<file path="config.mk">
export PLATFORM = sky130hd
export DESIGN_NAME = pc_fetch_unit
export DESIGN_NICKNAME = d
export VERILOG_FILES = /design/src/rtl/pc_fetch_unit_pkg.sv /design/src/rtl/pc_fetch_unit_npc_select.sv /design/src/rtl/pc_fetch_unit.sv
export SDC_FILE = /design/constraint.sdc
export NUM_CORES = 1
export LEC_CHECK = 0
export ABC_CLOCK_PERIOD_IN_PS = 2700
export CAP_MARGIN = 25
export CORE_ASPECT_RATIO = 0.8
export CORE_MARGIN = 3
export CORE_UTILIZATION = 44
export DETAILED_ROUTE_END_ITERATION = 10
export MAX_ROUTING_LAYER = met4
export PLACE_DENSITY = 0.82
export RECOVER_POWER = 100
export SKIP_CTS_REPAIR_TIMING = 1
export SYNTH_ARGS = -nofsm -noshare
export SYNTH_HDL_FRONTEND = slang
export SYNTH_SLANG_ARGS = --single-unit
</file>
<file path="constraint.sdc">
create_clock -name clk -period 2.7 [get_ports clk]
set_input_delay 0.405 -clock clk [delete_from_list [all_inputs] [get_ports clk]]
set_output_delay 0.405 -clock clk [all_outputs]
set_load 0.02 [all_outputs]
</file>
<file path="src/rtl/pc_fetch_unit_pkg.sv">
// Shared address map and next-PC source encoding for the fetch stage.
// Instruction memory and pc_fetch_unit both take their constants from here.
package pc_fetch_unit_pkg;

    localparam logic [31:0] DEF_RESET_PC  = 32'h0000_3000;
    localparam logic [31:0] DEF_EXC_ENTRY = 32'h0000_4180;
    localparam logic [31:0] IM_BASE       = 32'h0000_3000;
    localparam logic [31:0] IM_TOP        = 32'h0000_6FFC;

    localparam logic [31:0] PC_STEP       = 32'd4;
    localparam logic [31:0] LINK_OFFSET   = 32'd8;

    typedef enum logic [2:0] {
        SRC_EXC,
        SRC_ERET,
        SRC_HOLD,
        SRC_BRANCH,
        SRC_SEQ
    } npc_src_e;

endpackage

</file>
<file path="src/rtl/pc_fetch_unit_npc_select.sv">
// Combinational next-PC priority mux: exception, eret, stall, branch, sequential.
// redirect is set whenever the next PC is not simply pc+4 or a held value.
module npc_select
    import pc_fetch_unit_pkg::*;
#(
    parameter logic [31:0] EXC_ENTRY = DEF_EXC_ENTRY
) (
    input  logic [31:0] pc,
    input  logic        bd,
    input  logic        stall,
    input  logic        f_is_jump,
    input  logic        br_taken,
    input  logic [31:0] br_target,
    input  logic        exc_req,
    input  logic        eret_req,
    input  logic [31:0] epc,
    output logic [31:0] next_pc,
    output logic        next_bd,
    output logic        redirect
);

    npc_src_e src;

    always_comb begin
        src = SRC_SEQ;
        if (exc_req)
            src = SRC_EXC;
        else if (eret_req)
            src = SRC_ERET;
        else if (stall)
            src = SRC_HOLD;
        else if (br_taken)
            src = SRC_BRANCH;
    end

    // Redirect targets never sit in a delay slot; the slot has already moved to D.
    always_comb begin
        next_pc  = pc + PC_STEP;
        next_bd  = f_is_jump;
        redirect = 1'b0;
        case (src)
            SRC_EXC: begin
                next_pc  = EXC_ENTRY;
                next_bd  = 1'b0;
                redirect = 1'b1;
            end
            SRC_ERET: begin
                next_pc  = epc;
                next_bd  = 1'b0;
                redirect = 1'b1;
            end
            SRC_HOLD: begin
                next_pc  = pc;
                next_bd  = bd;
            end
            SRC_BRANCH: begin
                next_pc  = br_target;
                next_bd  = 1'b0;
                redirect = 1'b1;
            end
            default: begin
                next_pc  = pc + PC_STEP;
                next_bd  = f_is_jump;
            end
        endcase
    end

endmodule

</file>
<file path="src/rtl/pc_fetch_unit.sv">
// Fetch-stage program counter: holds PC and delay-slot flag, drives IM address and link address.
// Optional fetch/redirect counters are enabled by defining PC_FETCH_CNT_EN.
module pc_fetch_unit
    import pc_fetch_unit_pkg::*;
#(
    parameter logic [31:0] RESET_PC  = DEF_RESET_PC,
    parameter logic [31:0] EXC_ENTRY = DEF_EXC_ENTRY
) (
    input  logic        clk,
    input  logic        reset,
    input  logic        stall_i,
    input  logic        f_is_jump_i,
    input  logic        br_taken_i,
    input  logic [31:0] br_target_i,
    input  logic        exc_req_i,
    input  logic        eret_req_i,
    input  logic [31:0] epc_i,
    output logic [31:0] pc_o,
    output logic [31:0] pc_plus8_o,
    output logic        bd_o
`ifdef PC_FETCH_CNT_EN
    ,
    output logic [31:0] fetch_cnt_o,
    output logic [31:0] redirect_cnt_o
`endif
);

    logic [31:0] pc;
    logic        bd;
    logic [31:0] next_pc;
    logic        next_bd;
    logic        redirect;

    npc_select #(
        .EXC_ENTRY (EXC_ENTRY)
    ) u_npc_select (
        .pc        (pc),
        .bd        (bd),
        .stall     (stall_i),
        .f_is_jump (f_is_jump_i),
        .br_taken  (br_taken_i),
        .br_target (br_target_i),
        .exc_req   (exc_req_i),
        .eret_req  (eret_req_i),
        .epc       (epc_i),
        .next_pc   (next_pc),
        .next_bd   (next_bd),
        .redirect  (redirect)
    );

    always_ff @(posedge clk or posedge reset) begin
        if (reset) begin
            pc <= RESET_PC;
            bd <= 1'b0;
        end else begin
            pc <= next_pc;
            bd <= next_bd;
        end
    end

    assign pc_o       = pc;
    assign pc_plus8_o = pc + LINK_OFFSET;
    assign bd_o       = bd;

`ifdef PC_FETCH_CNT_EN
    logic [31:0] fetch_cnt;
    logic [31:0] redirect_cnt;

    // Exception and eret override stall, so any redirect also counts as an issued fetch.
    always_ff @(posedge clk or posedge reset) begin
        if (reset) begin
            fetch_cnt    <= 32'd0;
            redirect_cnt <= 32'd0;
        end else begin
            if (redirect || !stall_i)
                fetch_cnt <= fetch_cnt + 32'd1;
            if (redirect)
                redirect_cnt <= redirect_cnt + 32'd1;
        end
    end

    assign fetch_cnt_o    = fetch_cnt;
    assign redirect_cnt_o = redirect_cnt;
`endif

endmodule
</file>
* Word level (Yosys, flattened, before mapping)
Index checks and enable logic that the tools add are counted.
** Word-level totals
- Bits in registers :: 33
- Input port bits :: 71
- Output and inout bits :: 65
- Logic and storage cells :: 15
** Operators by class
- Add/subtract/negate cells :: 2
- Equal/unequal tests :: 3
- Muxes and demuxes :: 6
- Reduce and logical (&&, ||, !) cells :: 2
** Operators by type and width (count)
- case mux 32 bit (4 select lines) :: 1
- adder 32 x 3 -> 32 bit (second input constant) :: 1
- adder 32 x 4 -> 32 bit (second input constant) :: 1
- two-way mux 3 bit :: 4
- equality test 3 x 2 -> 1 bit (second input constant) :: 2
- equality test 3 x 1 -> 1 bit (second input constant) :: 1
- zero test 3 bit :: 1
- OR reduction 3 bit :: 1
- case mux 1 bit (2 select lines) :: 1

* Longest topological paths before layout
- Depth after elaboration :: 7
- Depth in mapped cells :: 6
- Depth with buffers taken out :: 5

* Cells and area by module
From an unflattened synthesis, not the netlist that was laid out.
** Second synthesis, totals
- Cell total of the unflattened synthesis :: 346
- Area total of the unflattened synthesis :: 2901.5 µm²
** By module, submodules not included
- pc_fetch_unit :: times used 1, cells an instance 119, area an instance 1457.6 µm², sequential area each 828.3 µm²
- npc_select :: times used 1, cells an instance 227, area an instance 1443.9 µm², sequential area each 0.0 µm²

* Worst setup path before layout
Ideal clock, no wire load.
- Kind :: reg2out
- Start :: register pc[4], in the netlist pc_o[4]
- End :: output port pc_plus8_o[19]
- Arrival time :: 2.025 ns
- Data required time :: 2.295 ns
- Setup slack :: 0.270 ns
- Cell stages (with the launch flop) :: 6
- Path buffers :: 0
- Path through :: dfrtp_1 -> ha_1 -> nand4_2 -> nor4_4 -> nand3_1 -> xnor2_1
** On the way
- Cells in the longest elaborated chain, start to end :: 1
** RTL lines
- from (decl) :: line pc_fetch_unit.sv:28 : logic [31:0] pc;
- from (signal assigned) :: line pc_fetch_unit.sv:56 : pc <= next_pc;
- adder 32 x 4 -> 32 bit :: line pc_fetch_unit.sv:62 : assign pc_plus8_o = pc + LINK_OFFSET;
- to (decl) :: line pc_fetch_unit.sv:19 : output logic [31:0] pc_plus8_o,
Every way passes these cells.

* Worst setup path after layout
- Start :: register pc[3], in the netlist pc_o[3]
- End :: output port pc_plus8_o[15]
Same word-level chain as after synthesis.

==> flow_metrics.env <==
export IMPL_synth_seq_cells=33
export IMPL_fin_crit_sh=1.022
export IMPL_finalWirelength_um=13220
export IMPL_maxSlewHeadroom=-0.3373
export IMPL_die_w_um=103.2
export IMPL_tritoncts_num_buffers=5
export IMPL_post_dp_hpwl_um=10060
export IMPL_share_clk_of_total_power=0.269
export IMPL_yosysSeqAreaShare=0.2490
export IMPL_core_area_um2=7094
export IMPL_p_leak_nw=2.294
export IMPL_min_period_ps=2759
export IMPL_netlist_cell_type_count=65
export IMPL_final_report_max_slew_violation_count=34
export IMPL_rsz0062_at_grt="true"
export IMPL_net_switching_power_mw=0.6773
export IMPL_critical_path_startpoint_type="flop"
export IMPL_status="finished, violations left"
export IMPL_dr_total_vias=4084
export IMPL_final_hold_worst_slack_ps=535.9
export IMPL_mostFrequentLayoutCell="sky130_fd_sc_hd__clkdlybuf4s50_1"
export IMPL_max_freq_mhz=362.5
export IMPL_area_of_the_multi_input_gates_um2=2193
export IMPL_tritoncts_num_sinks=33
export IMPL_clk_insertion_delay_late_ps=290
export IMPL_globalRouteTotalUtil=0.3085
export IMPL_drt_antenna_violating_nets=0
export IMPL_io_buffer_count=135
export IMPL_setup_violations_final=5
export IMPL_route_detailed_drc=0
export IMPL_p_int_mw=1.213
export IMPL_critical_path_required_ps=2300
export IMPL_cts_tree="built"
export IMPL_violations="capacitance limit, slew limit, setup timing"
export IMPL_setup_worst_path_class="flop to output port"
export IMPL_total_die_area_um2=8647
export IMPL_grt_pass1_vias=3878
export IMPL_most_common_layout_cells="sky130_fd_sc_hd__clkdlybuf4s50_1, sky130_fd_sc_hd__buf_4, sky130_fd_sc_hd__nand2_1"
export IMPL_routed_wire_length_per_instance_um=20.00
export IMPL_holdCritPathClass="primary input to flop"
export IMPL_pre_cts_slack_ps=122.4
export IMPL_start_util=0.4690
export IMPL_die_height_um=83.78
export IMPL_post_synthesis_cell_count=428
export IMPL_critPathMaxFanout=5
export IMPL_hold_violations=0
export IMPL_area_growth_synth_to_final_pct=52.84
export IMPL_worst_endpoint_arrival_ps=2350
export IMPL_slew_worst_pin_ps=2006
export IMPL_gp_congestion=0.9605
export IMPL_synth_area_um2=3327
export IMPL_share_of_final_layout_standard_cells_stronger_than_drive_strength_1=0.1307
export IMPL_max_vdd_ir_drop_mv=0.2049
export IMPL_postSynth_asyncResetShare=1.000
export IMPL_max_cap_violations=1
export IMPL_io_pins=136
export IMPL_swShare=0.3583
export IMPL_cts_clk_slew_worst_paths_ps=80
export IMPL_diodes=0
export IMPL_stdcell_area_um2=5085
export IMPL_grt_start_max_net_pins=34
export IMPL_cts_max_path_buffers=2
export IMPL_syn_avg_cell_area_um2=7.773
export IMPL_layout_filler_cells=563
export IMPL_site_row_count=27
export IMPL_synth_edf_count=0
export IMPL_syn_nets=501
export IMPL_grt_antenna_before_repair=0
export IMPL_vias_per_cell=6.179
export IMPL_drt_initial_drc_count=322
export IMPL_wire_length_of_the_first_global_routing_pass_um=20560
export IMPL_synth_top_flop_cell="sky130_fd_sc_hd__dfrtp_1"
export IMPL_finalWorstSetupSlack_ps=-58.73
export IMPL_grt_overflow_total=0
export IMPL_area_sequential_um2=829.5
export IMPL_placed_cell_area_um2=4927
export IMPL_part_of_the_total_power_dissipated_in_combinational_logic=0.408
export IMPL_root_buf_cell="sky130_fd_sc_hd__clkbuf_8"
export IMPL_final_nets=646
export IMPL_finalClockSkew_ps=7.988
export IMPL_cts_h_tree_depth=2
export IMPL_synthesis_yosys_warnings=0
export IMPL_drt_pass1_iter_count=7
export IMPL_totalPowerFinal_mw=1.890
export IMPL_power_density_nw_per_um2=371.8
export IMPL_timing_critical_path_to_type="output port"
export IMPL_seqPwrFrac=0.324
-- layout make-up --
type	instances	share of cell area
multi-input cells	322	0.4313
repair buffers	183	0.3406
well taps	87	0.02141
clock inverters	1	0.005906
clock buffers	7	0.01698
flip-flops and latches	33	0.1631
inverters	28	0.02067
-- critical path: stages, from the launching register on --
cell and delay, ps:
sky130_fd_sc_hd__dfrtp_1 360, sky130_fd_sc_hd__ha_1 210, sky130_fd_sc_hd__nand4_2 280, sky130_fd_sc_hd__nor3_2 270, sky130_fd_sc_hd__nand3_1 150, sky130_fd_sc_hd__xnor2_1 180
sky130_fd_sc_hd__clkdlybuf4s50_1 620
-- flip-flops by register name, summed over array words and instances (netlist names) --
register and flops:
pc_o 32, bd_o 1
-- worst paths after layout --
path | slack [ps] | endpoint | depth (start not counted) | from
max | -60 | pc_plus8_o[15] | 6 | pc_o[3]$_DFFE_PP0P_
min | 540 | pc_o[3]$_DFFE_PP0P_ | 3 | eret_req_i
max reg2reg | 550 | pc_o[30]$_DFFE_PP0P_ | 6 | pc_o[3]$_DFFE_PP0P_
min reg2reg | 580 | pc_o[15]$_DFFE_PP0P_ | 1 | pc_o[15]$_DFFE_PP0P_
max in group asynchronous | 260 | pc_o[17]$_DFFE_PP0P_ | 3 | reset
min in group asynchronous | 1140 | pc_o[6]$_DFFE_PP0P_ | 3 | reset
-- metrics by stage --
| stage | cells | utilization | setup TNS (ps) |
|---|---|---|---|
| CTS | 660 | 0.7109 | -1752 |
| global placement | 652 | 0.6945 | 0 |
| finish | 661 | 0.7168 | -188.8 |
| detailed placement | 652 | 0.6945 | 0 |
| floorplan | 428 | - | 0 |
| global route | 661 | 0.7168 | -1119 |
-- power by group through the flow --
| stage | clock network (mW) | logic, mW | registers [mW] |
|---|---|---|---|
| 6_report | 0.508 | 0.771 | 0.612 |
| 5_1_grt | 0.542 | 0.823 | 0.618 |
| 4_1_cts | 0.517 | 0.791 | 0.608 |
| 3_5_place_dp | 0 | 0.787 | 0.617 |
| 3_3_place_gp | 0 | 0.776 | 0.614 |
| 2_1_floorplan | 0 | 0.369 | 0.638 |
-- synthesized netlist by cell type (11+ instances only) --
cell type	instances	area [um2]
sky130_fd_sc_hd__a211oi_1	17	127.6
sky130_fd_sc_hd__a21oi_1	15	75.07
sky130_fd_sc_hd__a221oi_1	16	140.1
sky130_fd_sc_hd__buf_2	19	95.09
sky130_fd_sc_hd__clkbuf_1	17	63.81
sky130_fd_sc_hd__dfrtp_1	31	775.7
sky130_fd_sc_hd__inv_1	28	105.1
sky130_fd_sc_hd__nand2_1	42	157.7
sky130_fd_sc_hd__nand3_1	19	95.09
sky130_fd_sc_hd__nand4_1	14	87.58
sky130_fd_sc_hd__nor2_1	21	78.83
sky130_fd_sc_hd__nor3_1	18	90.09
sky130_fd_sc_hd__o21ai_0	13	65.06
sky130_fd_sc_hd__o22ai_1	11	68.82
sky130_fd_sc_hd__xnor2_1	22	192.7
-- cells by family after synthesis --
| logic type | after synthesis | synth area share |
|---|---|---|
| AOI/OAI and AO/OA | 110 | 0.2403 |
| xor gates and xnor gates | 27 | 0.07108 |
| adders and majority gates | 2 | 0.007520 |
| buffers and inverters | 73 | 0.09778 |
| DFF | 33 | 0.2490 |
| muxes | 6 | 0.01805 |
| and+or+nand+nor | 177 | 0.3163 |
-- per-layer routing --
layer	wire length, um	track usage	vias up
met2	6061	0.4461	248
met5	0	-	-
met4	76	0.04353	0
li1	-	-	1882
met3	1311	0.06683	14
met1	5769	0.4513	1940
(Power assumes the default switching activity.)
